===== src/rtl/ysyx_22050019_seq_pkg.sv =====
// Shared encodings for the execution sequencer: state codes, error causes, AXI response.
package ysyx_22050019_seq_pkg;

   localparam logic [2:0] S_RST   = 3'd0;
   localparam logic [2:0] S_FETCH = 3'd1;
   localparam logic [2:0] S_EXEC  = 3'd2;
   localparam logic [2:0] S_MEM   = 3'd3;
   localparam logic [2:0] S_WB    = 3'd4;
   localparam logic [2:0] S_HALT  = 3'd5;
   localparam logic [2:0] S_ERR   = 3'd6;

   typedef enum logic [2:0] {
      ST_RST   = S_RST,
      ST_FETCH = S_FETCH,
      ST_EXEC  = S_EXEC,
      ST_MEM   = S_MEM,
      ST_WB    = S_WB,
      ST_HALT  = S_HALT,
      ST_ERR   = S_ERR
   } seq_state_e;

   localparam logic [2:0] ERR_NONE     = 3'd0;
   localparam logic [2:0] ERR_IFU_RESP = 3'd1;
   localparam logic [2:0] ERR_LSU_RESP = 3'd2;
   localparam logic [2:0] ERR_DECODE   = 3'd4;
   localparam logic [2:0] ERR_TIMEOUT  = 3'd5;

   localparam logic [1:0] AXI_OKAY = 2'b00;

   // True for the states in which an instruction is in flight.
   function automatic logic is_active(input seq_state_e s);
      return (s == ST_FETCH) || (s == ST_EXEC) || (s == ST_MEM) || (s == ST_WB);
   endfunction

endpackage


===== src/rtl/ysyx_22050019_exec_sequencer_wdog.sv =====
// Watchdog for the fetch/memory wait states: cleared while idle, counts while enabled,
// flags expiry in the LIMIT-th consecutive enabled cycle.
module ysyx_22050019_seq_wdog #(
   parameter int unsigned LIMIT = 255
) (
   input  logic clk,
   input  logic rst_n,
   input  logic clr,
   input  logic en,
   output logic expire_c
);

   localparam int unsigned CNT_W = $clog2(LIMIT + 1);

   logic [CNT_W-1:0] cnt;

   // Wait-cycle counter; holds once expired so it never wraps.
   always_ff @(posedge clk or negedge rst_n) begin
      if (!rst_n) begin
         cnt <= '0;
      end else if (clr) begin
         cnt <= '0;
      end else if (en && !expire_c) begin
         cnt <= cnt + CNT_W'(1);
      end
   end

   assign expire_c = en && (cnt >= CNT_W'(LIMIT - 1));

endmodule


===== src/rtl/ysyx_22050019_exec_sequencer.sv =====
// Single-issue multi-cycle sequencer: FETCH -> EXEC -> (MEM) -> WB, with terminal HALT/ERR.
// Optional fetch/memory watchdog enabled by YSYX_22050019_SEQ_TIMEOUT_EN.
module ysyx_22050019_exec_sequencer
   import ysyx_22050019_seq_pkg::*;
#(
   parameter int unsigned TIMEOUT_CYCLES = 255,
   parameter int unsigned INSTRET_W      = 64
) (
   input  logic                 clk,
   input  logic                 rst_n,
   output logic                 if_start,
   input  logic                 if_done,
   input  logic [1:0]           if_resp,
   input  logic                 dec_is_load,
   input  logic                 dec_is_store,
   input  logic                 dec_is_ebreak,
   output logic                 lsu_start,
   input  logic                 lsu_done,
   input  logic [1:0]           lsu_resp,
   output logic                 pc_we,
   output logic                 reg_we_gate,
   output logic                 csr_we_gate,
   output logic                 commit,
   output logic [INSTRET_W-1:0] instret,
   output logic                 busy,
   output logic                 halted,
   output logic                 err,
   output logic [2:0]           err_cause
);

   seq_state_e state, state_nxt;
   logic [2:0] cause_nxt;
   logic       if_start_nxt, lsu_start_nxt, wb_nxt, retire_nxt, busy_nxt;
   logic       waiting_c, timeout_c;

   assign waiting_c = (state == ST_FETCH) || (state == ST_MEM);

`ifdef YSYX_22050019_SEQ_TIMEOUT_EN
   ysyx_22050019_seq_wdog #(
      .LIMIT (TIMEOUT_CYCLES)
   ) u_wdog (
      .clk      (clk),
      .rst_n    (rst_n),
      .clr      (!waiting_c),
      .en       (waiting_c),
      .expire_c (timeout_c)
   );
`else
   logic unused_timeout;
   assign unused_timeout = |TIMEOUT_CYCLES;
   assign timeout_c      = 1'b0;
`endif

   // State register.
   always_ff @(posedge clk or negedge rst_n) begin
      if (!rst_n) state <= ST_RST;
      else        state <= state_nxt;
   end

   // Next-state, error cause and next-cycle output decode.
   always_comb begin
      state_nxt     = state;
      cause_nxt     = ERR_NONE;
      if_start_nxt  = 1'b0;
      lsu_start_nxt = 1'b0;
      wb_nxt        = 1'b0;
      retire_nxt    = 1'b0;
      busy_nxt      = 1'b0;

      case (state)
         ST_RST: state_nxt = ST_FETCH;
         ST_FETCH: begin
            if (if_done) begin
               if (if_resp == AXI_OKAY) begin
                  state_nxt = ST_EXEC;
               end else begin
                  state_nxt = ST_ERR;
                  cause_nxt = ERR_IFU_RESP;
               end
            end else if (timeout_c) begin
               state_nxt = ST_ERR;
               cause_nxt = ERR_TIMEOUT;
            end
         end
         ST_EXEC: begin
            if (dec_is_load && dec_is_store) begin
               state_nxt = ST_ERR;
               cause_nxt = ERR_DECODE;
            end else if (dec_is_ebreak) begin
               state_nxt = ST_HALT;
            end else if (dec_is_load || dec_is_store) begin
               state_nxt = ST_MEM;
            end else begin
               state_nxt = ST_WB;
            end
         end
         ST_MEM: begin
            if (lsu_done) begin
               if (lsu_resp == AXI_OKAY) begin
                  state_nxt = ST_WB;
               end else begin
                  state_nxt = ST_ERR;
                  cause_nxt = ERR_LSU_RESP;
               end
            end else if (timeout_c) begin
               state_nxt = ST_ERR;
               cause_nxt = ERR_TIMEOUT;
            end
         end
         ST_WB:   state_nxt = ST_FETCH;
         default: state_nxt = state;
      endcase

      if_start_nxt  = (state_nxt == ST_FETCH) && (state != ST_FETCH);
      lsu_start_nxt = (state_nxt == ST_MEM) && (state != ST_MEM);
      wb_nxt        = (state_nxt == ST_WB);
      retire_nxt    = wb_nxt || ((state == ST_EXEC) && (state_nxt == ST_HALT));
      busy_nxt      = is_active(state_nxt);
   end

   // Registered outputs; reset clears everything including the retire counter.
   always_ff @(posedge clk or negedge rst_n) begin
      if (!rst_n) begin
         if_start    <= 1'b0;
         lsu_start   <= 1'b0;
         pc_we       <= 1'b0;
         reg_we_gate <= 1'b0;
         csr_we_gate <= 1'b0;
         commit      <= 1'b0;
         busy        <= 1'b0;
         halted      <= 1'b0;
         err         <= 1'b0;
         err_cause   <= ERR_NONE;
         instret     <= '0;
      end else begin
         if_start    <= if_start_nxt;
         lsu_start   <= lsu_start_nxt;
         pc_we       <= wb_nxt;
         reg_we_gate <= wb_nxt;
         csr_we_gate <= wb_nxt;
         commit      <= retire_nxt;
         busy        <= busy_nxt;
         halted      <= halted | (state_nxt == ST_HALT);
         err         <= err | (state_nxt == ST_ERR);
         if ((state != ST_ERR) && (state_nxt == ST_ERR)) err_cause <= cause_nxt;
         if (retire_nxt) instret <= instret + INSTRET_W'(1);
      end
   end

endmodule


===== config.mk =====
export PLATFORM = sky130hd
export DESIGN_NAME = ysyx_22050019_exec_sequencer
export DESIGN_NICKNAME = d
export VERILOG_FILES = /design/src/rtl/ysyx_22050019_seq_pkg.sv /design/src/rtl/ysyx_22050019_exec_sequencer_wdog.sv /design/src/rtl/ysyx_22050019_exec_sequencer.sv
export SDC_FILE = /design/constraint.sdc
export NUM_CORES = 1
export LEC_CHECK = 0
export BUFFER_PORTS_ARGS = -buffer_cell sky130_fd_sc_hd__buf_2
export CAP_MARGIN = 30
export CORE_UTILIZATION = 35
export DETAILED_ROUTE_END_ITERATION = 8
export PLACE_DENSITY_LB_ADDON = 0.05
export SETUP_SLACK_MARGIN = 0.02
export SLEW_MARGIN = 10
export SYNTH_ARGS = -nofsm -noshare
export SYNTH_HDL_FRONTEND = slang
export SYNTH_HIERARCHICAL = 1
export SYNTH_SLANG_ARGS = --single-unit

===== constraint.sdc =====
create_clock -name clk -period 2.76 [get_ports clk]
set_input_delay 0.828 -clock clk [delete_from_list [all_inputs] [get_ports clk]]
set_output_delay 0.828 -clock clk [all_outputs]
set_load 0.01 [all_outputs]

==> results.md, run 1 <==
* Syn. warnings at 6
* Worst setup EP type: flip-flop
* CTS tree: done
* Min Tclk post-route at 2.50 ns
* Setup bufs post-CTS at 0
* Critical path start-end classification: in -> reg
* Flops & latches, synth at 77
* Drt initial violations at 60
* Net Switching at 466 µW
* Highest-delay cell along the critical path: or3b_1
* IO Port Bufs at 86
* Via-to-Cell Ratio at 4.94
* Design Area, Final at 4530 µm²
* Core ar. at 9910 µm²
* CP endpoint: instret[60]
* Final std cells w/o fill at 572
* CP startpoint kind: input pin
* Flop2flop setup slack at 0.40 ns
* Max Clk Rate at 400 MHz
* Drt pass-1 iters at 4
* Hpwl dp at 6.09 mm
* Via count at 2825
* Final antenna-violating net count at 0
* Row count at 36
* Area grow syn2layout at 25.3%
* Share of layout cells above drive strength 1 at 0.303
* Setup TNS at 0 ns
* Count leader, synth: dfrtp_1
* Fin. Hold Viols at 0
* Placer congestion estimate at 0.757
* Die Y-Extent at 104 µm
* Share of total power in the clock network at 0.395
* Initial Utilization at 0.365
* DIE AREA at 10700 µm²
* Vias in the first global route at 2832
* Crit path largest cell delay at 0.49 ns
* Total gr overflow at 0
* Distinct cells, synth at 43
* R2R cell count at 7
* Worst Setup SP: lsu_resp[1]
* Reg power frac at 0.584
* P_leak at 2.34 nW
* Maxcap violations at 0
* Status: completed
* EDFF count, synth at 0
* Initial antenna violation count at 0
* Clock Sinks at 77
* DRC violations left at 0
* Area contributors post-synth: dfrtp_1 (53%), xnor2_1 (12%), nand4_1 (4.5%)
* Synth Area per Inst at 11.1 µm²
* CTS Hold Buffers Added at 0
* Dpl cell area at 4360 µm²
* Comb pwr share at 0.021
* Inst Count DP at 556
* Post_cts resized at 0
* Slew HR at 0.648
* First-pass GRT wire length at 14.5 mm
* Internal power at 1.46 mW
* Required time worst endpoint at 2.99 ns
* Critical Path AT at 2.73 ns
* Layout Skew at 0.0169 ns
* CTS Buf Count at 9
* Cell Chain, Critical Path: buf_2, o211a_1, o31a_1, or3b_1, nor4b_4, buf_12, nand4_1, xnor2_1
* Tightest Hold Check Type: in -> async
* Io pins at 87
* DR WL/cell at 14.9 µm
* Cell taking the most area after synthesis: dfrtp_1
* H-tree depth at 3
* Ys async rst share at 1.00
* Unrepaired setup endpoints after global routing: no
* Final setup vio count at 0
* Top cells by count, synth: dfrtp_1 (77), xnor2_1 (48), nand3_1 (29)
* Die X at 104 µm
* Maximum vdd drop at 199 µV
* Clock Tree Buf Depth at 2
* Top-area cell type share of the netlist area at 0.533
* Net Sw Frac at 0.242
* Crit-path max FO at 13
* Final worst-path cycle share at 0.905
* Tightest Pin Transition at 0.528 ns
* Total chip power at 1.93 mW
* Max Slew Vio Count at 0
* Syn_nets at 339
* Worst flop-to-flop path startpoint: state[0]
* Sequential fraction of the synthesis area at 0.533
* Main synth FF type: dfrtp_1
* Drt total wl at 8.51 mm
* Ant. Diodes at 0
* Clk pin slew, worst setup/hold paths at 0.09 ns
* Post-Syn Area at 3620 µm²
* Final Net Count at 446
* Largest net degree at the start of global routing at 40
* Reg-to-reg endpoint: instret[60]
* Cells after Synth at 327
* GRT Total Usage at 0.169
* Clock latency on the worst-skew pair at 0.35 ns
* PwrDens at 426 nW/µm²
* CTS Root Cell: clkbuf_8
-- registers in the layout, indices dropped and copies added, names as in the netlist --
name         count
state            3
lsu_start        1
err_cause        3
instret         64
commit           1
halted           1
csr_we_gate      1
err              1
if_start         1
busy             1
-- through the flow --
step                utilization  hold WS (ns)  setup slack, ns
global placement          0.440         0.449          -0.0805
global route              0.457         0.473            0.148
detailed placement        0.440         0.450           -0.105
floorplan                     -         0.490           0.0386
finish                    0.457         0.438            0.262
CTS                       0.457         0.453            0.269
-- power by group through the flow --
stage               clock network, mW  logic (mW)  registers, mW
finish                          0.763      0.0406           1.13
global route                    0.838      0.0481           1.13
CTS                             0.790      0.0434           1.13
detailed placement                  0      0.0433           1.15
global placement                    0      0.0436           1.15
floorplan                           0     0.00443           1.15
-- worst min-delay path by stage --
stage	endpoint	slack [ns]	cells after the start
after global placement	err	0.45	1
after detailed placement	err	0.45	1
final	instret[52]	0.44	1
after CTS	instret[52]	0.45	1
after global routing	instret[53]	0.47	1
after floorplan	if_start	0.49	1
-- logic make-up (layout without fill, tap and decap cells) --
family          count (synthesis)  after routing  share of synthesized area
flops                          77             77                      0.533
xor+xnor                       64             64                      0.155
buf+inv                        17            129                     0.0242
fa+ha+maj                       1              1                    0.00346
simple gates                  151            151                      0.249
compound gates                 17             17                     0.0353
-- area by class of cell --
class | count | area (µm²)
tap | 133 | 166
fill | 996 | 5380
multi-input combinational | 233 | 1600
sequential | 77 | 1930
timing repair buffer | 108 | 648
clock inverter | 6 | 40.0
inverter | 5 | 18.8
clock buffer | 10 | 128
-- placed cells by master (no fill, tap or decap), types with 3 or more instances in the layout --
cell type,n
and3_1,19
xnor2_1,48
nor3_1,6
and2_1,3
nand4_1,26
buf_4,19
xor2_1,16
o21ai_0,6
dfrtp_1,77
nor2_1,14
nand2_1,23
and4_1,8
clkinv_2,3
buf_2,85
nand3_1,29
clkbuf_8,9
buf_12,4
inv_1,5
nor2b_1,4
nor4_1,4
-- worst max-delay path, delay by kind of cell --
family	cells	cell delay, ns
XOR/XNOR	1	0.16
buffers and inverters	2	0.27
AO/OA/AOI/OAI	2	0.52
AND/OR/NAND/NOR	3	0.95
-- per-layer routing --
metal | vias to the layer above | track usage | routed length [µm]
met2 | 64 | 0.274 | 4040
met1 | 1377 | 0.228 | 4050
met5 | - | 0 | 0
met4 | 0 | 0.0643 | 120
met3 | 10 | 0.0277 | 299
li1 | 1374 | - | -
Note: power is estimated with default switching activity, not from simulation.
==> run 2, diff against run 1 <==
--- a/config.mk
+++ b/config.mk
@@ -5,10 +5,10 @@
 export SDC_FILE = /design/constraint.sdc
 export NUM_CORES = 1
 export LEC_CHECK = 0
-export BUFFER_PORTS_ARGS = -buffer_cell sky130_fd_sc_hd__buf_2
 export CAP_MARGIN = 30
-export CORE_UTILIZATION = 35
+export CORE_UTILIZATION = 36
 export DETAILED_ROUTE_END_ITERATION = 8
+export DONT_BUFFER_PORTS = 1
 export PLACE_DENSITY_LB_ADDON = 0.05
 export SETUP_SLACK_MARGIN = 0.02
 export SLEW_MARGIN = 10
==> run 2 against run 1 <==
Against the previous run: wire length decreased by 1.4%; power increased by 9.1%; setup slack improved by 0.027 ns; final cell count decreased by 16%; worst hold slack got worse by 0.27 ns; utilization decreased by 3.7 points; sequential power about the same; clock skew decreased by 0.00076 ns; critical endpoint unchanged; largest cell class unchanged.
==> results.md, run 2 (synthesized netlist as in run 1, its figures left out) <==
* Status: completed
* Worst flop-to-flop path startpoint: instret[14]
* Initial antenna violation count at 0
* Cell Chain, Critical Path: nand4_1, nor3_1, and4_1, nor4b_4, buf_12, nand4_1, xnor2_1
* Max Clk Rate at 405 MHz
* Final worst-path cycle share at 0.895
* Internal power at 1.66 mW
* Reg-to-reg endpoint: instret[60]
* Critical path start-end classification: reg -> reg
* Clock Sinks at 77
* Via-to-Cell Ratio at 5.21
* Row count at 36
* Drt initial violations at 108
* Crit-path max FO at 13
* Final setup vio count at 0
* PwrDens at 513 nW/µm²
* Via count at 2517
* Io pins at 87
* Clk pin slew, worst setup/hold paths at 0.09 ns
* DR WL/cell at 17.4 µm
* Hold Slack at 0.166 ns
* Fin. Hold Viols at 0
* Top flop regs: instret: 64 flops, err_cause: 3 flops, state: 3 flops
* Vias in the first global route at 2462
* Required time worst endpoint at 2.98 ns
* Share of layout cells above drive strength 1 at 0.129
* Total gr overflow at 0
* Critical Path AT at 2.69 ns
* Die X at 102 µm
* H-tree depth at 3
* Slew HR at 0.650
* Largest Register: instret
* Placer congestion estimate at 0.750
* CTS Root Cell: clkbuf_8
* Crit-path most repeated cell: nand4_1
* Net Switching at 443 µW
* CTS tree: done
* Initial Utilization at 0.370
* Largest net degree at the start of global routing at 78
* Crit path max-delay family: simple AND/OR/NAND/NOR gates
* Final antenna-violating net count at 0
* Area grow syn2layout at 13.5%
* Flop2flop setup slack at 0.29 ns
* Share of total power in the clock network at 0.463
* Drt total wl at 8.39 mm
* R2R cell count at 7
* Total chip power at 2.11 mW
* Clock latency on the worst-skew pair at 0.35 ns
* Tightest Hold Check Type: in -> async
* First-pass GRT wire length at 13.4 mm
* Ant. Diodes at 0
* Crit path largest cell delay at 0.51 ns
* Tightest Pin Transition at 0.524 ns
* Hpwl dp at 5.76 mm
* Maximum vdd drop at 273 µV
* CP startpoint kind: flip-flop
* Final Net Count at 357
* CTS Hold Buffers Added at 0
* Max Slew Vio Count at 0
* Reg power frac at 0.535
* GRT Total Usage at 0.171
* IO Port Bufs at 0
* Commonest non-fill, non-tap cells in the layout: dfrtp_1 (77), xnor2_1 (48), nand3_1 (29), nand4_1 (26), nand2_1 (23)
* Setup bufs post-CTS at 0
* Highest-delay cell along the critical path: dfrtp_1
* Filler instances at 953
* Max FFs per register at 64
* Unrepaired setup endpoints after global routing: no
* Most common cell after layout, fill and taps aside: dfrtp_1
* Storage cell area at 1930 µm²
* Layout Skew at 0.0162 ns
* Min Tclk post-route at 2.47 ns
* Net Sw Frac at 0.210
* Clock Tree Buf Depth at 2
* Worst setup EP type: flip-flop
* Core ar. at 9770 µm²
* DRC violations left at 0
* P_leak at 1.89 nW
* Maxcap violations at 0
* CTS Buf Count at 9
* Comb pwr share at 0.002
* DIE AREA at 10500 µm²
* Die Y-Extent at 102 µm
* Drt pass-1 iters at 4
* Worst path bufs/invs at 1
* Multi-input logic area at 1600 µm²
* Post_cts resized at 0
[run 2: cell count changes in the layout (fill, tap and decap cells not counted), sizes merged]
cell	before	now
bufinv	0	2
buf	108	19
clkinv	5	3
[run 2: power groups by stage]
stage | registers [mW] | clock network (mW) | logic (mW)
3_5_place_dp | 1.15 | 0 | 0.00491
6_report | 1.13 | 0.975 | 0.00487
2_1_floorplan | 1.15 | 0 | 0.00443
4_1_cts | 1.13 | 1.00 | 0.00490
3_3_place_gp | 1.15 | 0 | 0.00488
5_1_grt | 1.13 | 1.05 | 0.00543
[run 2: final cells by class]
class                   instances  share of cell area
clock buffers                  10              0.0335
clock inverters                 6              0.0210
inverters                       5             0.00457
multi-input cells             233               0.390
flip-flops and latches         77               0.469
well taps                     133              0.0405
repair buffers                 19              0.0408
[run 2: routing by layer]
| layer | global-route usage | part of all wire |
|---|---|---|
| met3 | 0.0752 | 0.082 |
| met4 | 0.0527 | 0.011 |
| met1 | 0.229 | 0.47 |
| met2 | 0.249 | 0.44 |
| met5 | 0 | 0 |
[run 2: worst reg2reg max path: stages, from the launching register on]
cell and delay, ns:
dfrtp_1 0.51, nand4_1 0.34, nor3_1 0.48, and4_1 0.30
nor4b_4 0.26, buf_12 0.18, nand4_1 0.12, xnor2_1 0.16
[run 2: worst max path at each step]
| stage | start | to | slack [ns] | cells past startpoint |
|---|---|---|---|---|
| after detailed placement | lsu_resp[1] | instret[28] | -0.03 | 7 |
| final | instret[14] | instret[60] | 0.29 | 7 |
| after floorplan | lsu_resp[1] | instret[60] | 0.04 | 8 |
| after global routing | instret[14] | instret[60] | 0.1 | 7 |
| after CTS | instret[14] | instret[62] | 0.29 | 7 |
| after global placement | lsu_resp[1] | instret[26] | -0.03 | 7 |
[run 2: stage by stage]
step | TNS (ns) | util | worst slack [ns] | instance area [µm²] | instances
floorplan | 0 | - | 0.0386 | 3620 | 327
global placement | -0.0864 | 0.397 | -0.0284 | 3880 | 467
detailed placement | -0.0974 | 0.397 | -0.0274 | 3880 | 467
CTS | 0 | 0.420 | 0.290 | 4110 | 483
global route | 0 | 0.420 | 0.0959 | 4110 | 483
finish | 0 | 0.420 | 0.288 | 4110 | 483
